**src/rtl/ifetch.sv**
```systemverilog
// Instruction fetch unit: PC register driving instruction memory, feeding a small FIFO of {pc, word}.
// Optional backpressure counter on stall_cnt enabled by defining IFETCH_STALL_CNT_EN.
module ifetch #(
  parameter logic [31:0] RESET_PC = 32'h0000_0000,
  parameter int          DEPTH    = 2
) (
  input  logic        clk,
  input  logic        rst_n,
  output logic [31:0] imem_addr,
  input  logic [31:0] imem_data,
  input  logic        redirect_valid,
  input  logic [31:0] redirect_pc,
  output logic        ins_valid,
  output logic [31:0] ins_out,
  output logic [31:0] ins_pc,
  input  logic        ins_ready,
  output logic [31:0] stall_cnt
);

  localparam int PTR_W = (DEPTH > 1) ? $clog2(DEPTH) : 1;
  localparam int CNT_W = $clog2(DEPTH + 1);
  localparam logic [CNT_W-1:0] DEPTH_C = CNT_W'(DEPTH);
  localparam logic [PTR_W-1:0] LAST_PTR = PTR_W'(DEPTH - 1);

  logic [31:0]      pc_reg, pc_next;
  logic [PTR_W-1:0] head_reg, head_next;
  logic [PTR_W-1:0] tail_reg, tail_next;
  logic [CNT_W-1:0] count_reg, count_next;
  logic [31:0]      buf_pc_reg   [DEPTH];
  logic [31:0]      buf_data_reg [DEPTH];
  logic             push, pop;

  assign imem_addr = pc_reg;
  assign ins_valid = (count_reg != '0);
  assign ins_out   = buf_data_reg[head_reg];
  assign ins_pc    = buf_pc_reg[head_reg];

  // A pop frees a slot in the same cycle, so a full buffer can still accept a push.
  assign pop  = ins_valid && ins_ready;
  assign push = !redirect_valid && ((count_reg != DEPTH_C) || pop);

  always_comb begin
    pc_next    = pc_reg;
    head_next  = head_reg;
    tail_next  = tail_reg;
    count_next = count_reg;
    if (redirect_valid) begin
      pc_next    = redirect_pc & 32'hFFFF_FFFC;
      head_next  = '0;
      tail_next  = '0;
      count_next = '0;
    end else begin
      if (push) begin
        pc_next   = pc_reg + 32'd4;
        tail_next = (tail_reg == LAST_PTR) ? '0 : tail_reg + PTR_W'(1);
      end
      if (pop) begin
        head_next = (head_reg == LAST_PTR) ? '0 : head_reg + PTR_W'(1);
      end
      case ({push, pop})
        2'b10:   count_next = count_reg + CNT_W'(1);
        2'b01:   count_next = count_reg - CNT_W'(1);
        default: count_next = count_reg;
      endcase
    end
  end

  always_ff @(posedge clk or negedge rst_n) begin
    if (!rst_n) begin
      pc_reg    <= RESET_PC;
      head_reg  <= '0;
      tail_reg  <= '0;
      count_reg <= '0;
    end else begin
      pc_reg    <= pc_next;
      head_reg  <= head_next;
      tail_reg  <= tail_next;
      count_reg <= count_next;
    end
  end

  // Entries are cleared on reset so the head reads zero while empty after reset.
  generate
    for (genvar gi = 0; gi < DEPTH; gi++) begin : g_entry
      always_ff @(posedge clk or negedge rst_n) begin
        if (!rst_n) begin
          buf_pc_reg[gi]   <= '0;
          buf_data_reg[gi] <= '0;
        end else if (push && (tail_reg == PTR_W'(gi))) begin
          buf_pc_reg[gi]   <= pc_reg;
          buf_data_reg[gi] <= imem_data;
        end
      end
    end
  endgenerate

`ifdef IFETCH_STALL_CNT_EN
  logic [31:0] stall_cnt_reg;

  always_ff @(posedge clk or negedge rst_n) begin
    if (!rst_n) begin
      stall_cnt_reg <= '0;
    end else if (ins_valid && !ins_ready) begin
      stall_cnt_reg <= stall_cnt_reg + 32'd1;
    end
  end

  assign stall_cnt = stall_cnt_reg;
`else
  assign stall_cnt = '0;
`endif

endmodule

```
**config.mk**
```make
export PLATFORM = sky130hd
export DESIGN_NAME = ifetch
export DESIGN_NICKNAME = d
export VERILOG_FILES = /design/src/rtl/ifetch.sv
export SDC_FILE = /design/constraint.sdc
export NUM_CORES = 1
export LEC_CHECK = 0
export CAP_MARGIN = 30
export CORE_MARGIN = 2
export CORE_UTILIZATION = 49
export DETAILED_ROUTE_END_ITERATION = 10
export PLACE_DENSITY_LB_ADDON = 0.05
export SKIP_LAST_GASP = 1
export SLEW_MARGIN = 25
export SYNTH_ARGS = -nofsm -noshare
export SYNTH_HDL_FRONTEND = slang
export SYNTH_SLANG_ARGS = --single-unit
```
**constraint.sdc**
```tcl
create_clock -name clk -period 2.3 [get_ports clk]
set_clock_uncertainty 0.1 [all_clocks]
set_input_delay 0.46 -clock clk [delete_from_list [all_inputs] [get_ports clk]]
set_output_delay 0.46 -clock clk [all_outputs]
set_load 0.05 [all_outputs]
```
# Yosys cells after proc, flatten, opt, wreduce, memory -nomap -nowiden
# Cells that the tools add are included.
[totals]
reg_bits = 164
in_bits = 68
out_inout_bits = 129
[classes]
n_addsub = 5
n_mux = 16
order_cmp = 1
eq_ne = 3
reduce_logical = 10
bitwise_logic = 2
[ops]
columns = ["op", "n"]
rows = [
  ["$mux W32", 8],
  ["$add A32 B3 Y32 const B", 1],
  ["$mux W1", 6],
  ["$reduce_bool A2 Y1", 3],
  ["$logic_and A1 B1 Y1", 4],
  ["$pmux W2 S2", 1],
  ["$reduce_bool A3 Y1", 1],
  ["$add A1 B1 Y1 const B", 2],
  ["$add A2 B1 Y2 const B", 1],
  ["$eq A2 B1 Y1 const B", 1],
  ["$eq A2 B2 Y1 const B", 1],
  ["$ge A2 B2 Y1 const B", 1],
  ["$mux W2", 1],
  ["$ne A2 B2 Y1 const B", 1],
  ["$not A1 Y2", 1],
  ["$sub A2 B1 Y2 const B", 1],
  ["$logic_not A1 Y1", 1],
  ["$logic_or A1 B1 Y1", 1],
  ["$not A1 Y1", 1],
]

# Logic depth before layout (Yosys ltp)
[depth]
word_depth = 7
mapped_depth = 7

# Worst setup path before layout
# OpenSTA, ideal clock, no wires.
[synth_timing]
path_kind = "register -> register"
start = "register pc_reg[2] (netlist: imem_addr[2])"
end = "register pc_reg[26] (netlist: imem_addr[26])"
stages_incl_launch_ff = 7
required_ns = 2.118
path_slack_ns = -0.211
arrival_time_ns = 2.329
period_less_slack_ns = 2.511
path_cell_list = "dfrtp_1 ha_1 nand2_1 or4_1 buf_2 or4_1 a31oi_1"
[synth_via]
elab_chain_len = 3
[synth_rtl]
columns = ["element", "line_no", "rtl"]
rows = [
  ["start, declared", "25", "logic [31:0] pc_reg, pc_next;"],
  ["start signal, assigned", "75", "pc_reg <= pc_next;"],
  ["$add A32 B3 Y32", "54", "pc_next = pc_reg + 32'd4;"],
  ["$mux W32", "53", "if (push) begin"],
  ["$mux W32", "47", "if (redirect_valid) begin"],
]
# Every way passes these cells. The select of a mux whose other input is x is not followed.
# A chain may end at the register's enable or synchronous reset.

# Final worst setup path
[layout_timing]
start = "register pc_reg[28] (netlist: imem_addr[28])"
end = "output imem_addr[28]"
[layout_lines]
columns = ["element", "line_no", "rtl"]
rows = [
  ["end, declared", "9", "output logic [31:0] imem_addr,"],
]
# No word-level cell between the ends.

==> impl_results.md <==
* RSZ-0062 raised after global routing: false
* CP arrival at 1680 ps
* CTS Buf Count at 17
* Largest fanout on the critical path at 6
* Final nets at 832
* Biggest area consumer among synthesized cells: dfrtp_1
* Cells after Synth at 585
* Vias in the first global route at 5,303
* Root Buffer: clkbuf_16
* Share of layout cells above drive strength 1 at 0.435
* CP cell instances: clkdlybuf4s50_1
* Setup crit start kind: register
* CTS Sinks at 158
* Syn-to-layout area delta at 31.9%
* CP top delay family: buffers and inverters
* Drt wl/cell at 17.3 µm
* EDFF count, synth at 0
* Peak supply drop at 0.000725 V
* Sequential fraction of the synthesis area at 0.528
* CP endpoint kind: output pin
* 1st-iter DRT viols at 298
* Crit Path Class: register to output pin
* Area share of the largest cell type after synthesis at 0.528
* Synth async-reset ratio at 1.00
* Max Fclk at 0.447 GHz
* Final Max Slew Viols at 0
* Ant diodes at 0
* Synth cell types at 36
* Rows at 45
* Die Width at 128 µm
* Synth warn at 0
* Worst R2R Setup Slack at 100 ps
* Tightest Pin Transition at 547 ps
* Via/cell ratio at 5.29
* Leak at 4.19 nW
* Max-cap viol count at 0
* Initial Util at 0.496
* Slowest stage cell, crit path: clkdlybuf4s50_1
* Yosys reg bits at 158
* Full die area at 16,300 µm²
* Crit path to: imem_addr[28]
* Global route overflow at 0
* Hold WS at 401 ps
* ANT nets after route at 0
* Worst r2r path cells at 4
* Dominant cells by area after synthesis: dfrtp_1 53%, mux2_2 28%, buf_4 3.6%, or4_1 1.9%, clkbuf_1 1.3%
* Clock Tree Buf Depth at 2
* Class of the worst hold path: register to register
* Post-DP HPWL at 11,400 µm
* Pre-CTS setup slack at -291 ps
* Worst skew pair latency at 420 ps
* Stages on the worst setup path at 1
* CORE AREA at 15,100 µm²
* Wirelength, routed at 16,700 µm
* Reg clk slew, reported paths at 60 ps
* Prevailing post-synth register cell: dfrtp_1
* GRT Total Usage at 0.213
* DR vias at 5,098
* CTS tree: yes
* Initial antenna violation count at 0
* First-pass GRT wire length at 27,000 µm
* Critical Path Start: imem_addr[28]
* Final WS setup at 60.5 ps
* Reg2reg start: imem_addr[15]
* Pwr Total at 10.4 mW
* Fin crit share at 0.974
* Run status: finished clean
* Syn avg cell area at 12.8 µm²
* PortBufs at 158
* Syn Std Cell Area at 7490 µm²
* Final Hold Vio Count at 0
* Routability cong. at 0.787
* Die Ht at 128 µm
* Crit path largest cell delay at 830 ps
* Slew HR at 0.635
* Hold_sp: buf_data_reg[5]
* Pwr dens at 1050 nW/µm²
* Setup_tns at 0 ps
* Worst path buffer plus inverter count at 1
* DRT Pass-1 Iters at 4
* Largest net degree at the start of global routing at 56
* FF-to-FF End: imem_addr[26]
* Setup violations, final at 0
* Final min period at 2240 ps
* Req. time, crit path at 1740 ps
* H-tree lvl count at 4
* Top-level port count at 197
* Drc violations at 0
* Max FFs per register at 64
## metrics by stage
step	cell area [µm²]	utilization	std cells
after floorplan	7650	-	620
after global placement	9260	0.614	930
after detailed placement	9260	0.614	930
after CTS	9870	0.654	963
after global routing	9880	0.655	963
final	9880	0.655	963
## layer usage
metal / wire (µm) / GRT usage
met5: 0 / 0
met4: 247 / 0.0737
met3: 707 / 0.0477
met2: 8230 / 0.351
met1: 7490 / 0.279
## cell usage in the layout, fill, tap and decap left out, drive strengths merged, types with 3 or more instances in the layout
master / instances
mux2: 186
dfrtp: 158
buf: 101
clkdlybuf4s50: 69
conb: 36
nand2: 26
clkbuf: 25
or4: 20
nor2: 19
dlygate4sd2: 19
a31oi: 15
o21ai: 14
o31ai: 13
nand3: 12
xnor2: 11
dlymetal6s2s: 6
nand4: 6
inv: 4
o211ai: 3
nor4: 3
xor2: 3
bufinv: 3
clkinv: 3
nor3b: 3
nor3: 3
## cell families (layout without fill, tap and decap cells)
group,after synthesis,after routing,synth area share
DFF,158,158,0.528
and+or+nand+nor,102,102,0.0763
muxes,187,187,0.281
xor gates and xnor gates,14,14,0.0164
adders and majority gates,1,1,0.00167
other,1,36,0.000501
buffers and inverters,76,231,0.0578
AOI/OAI and AO/OA,46,46,0.0386
## cells in the mapped netlist (5+ instances only)
cell / count
mux2_2: 186
dfrtp_1: 158
buf_4: 36
clkbuf_1: 26
nand2_1: 26
nor2_1: 19
or4_1: 19
a31oi_1: 15
o21ai_0: 14
o31ai_1: 13
nand3_1: 11
xnor2_1: 11
buf_1: 5
nand4_1: 5
## area by class of cell
| class | count | area [µm²] |
|---|---|---|
| Clock inverter | 6 | 105 |
| Fill cell | 1186 | 5210 |
| Multi-Input combinational cell | 386 | 3260 |
| Sequential cell | 158 | 3970 |
| Tap cell | 188 | 235 |
| Inverter | 4 | 15.0 |
| Clock buffer | 25 | 505 |
| Timing Repair Buffer | 196 | 1790 |
## worst min path at each step
| stage | to | slack (ps) | cells after the start |
|---|---|---|---|
| after floorplan | buf_data_reg[0] | 60 | 0 |
| after global placement | buf_pc_reg[15] | 310 | 1 |
| after detailed placement | buf_pc_reg[15] | 320 | 1 |
| after CTS | buf_pc_reg[38] | 410 | 1 |
| after global routing | buf_pc_reg[38] | 410 | 1 |
| final | buf_data_reg[5] | 400 | 1 |
## report_power, final
part	total [mW]	switching (mW)	internal [mW]
Sequential	3.75	0.341	3.41
Combinational	3.74	2.27	1.47
Clock	2.90	1.06	1.84
Total	10.4	3.66	6.72
## repair_timing
item | in CTS | in global routing
buffers inserted | 1 | 0
hold endpoints to repair | 41 | 0
resized for setup | 19 | 6
endpoints found under the setup margin | 74 | 6
hold buffers | 1 | 0
Power figures use the tool's default switching activity.
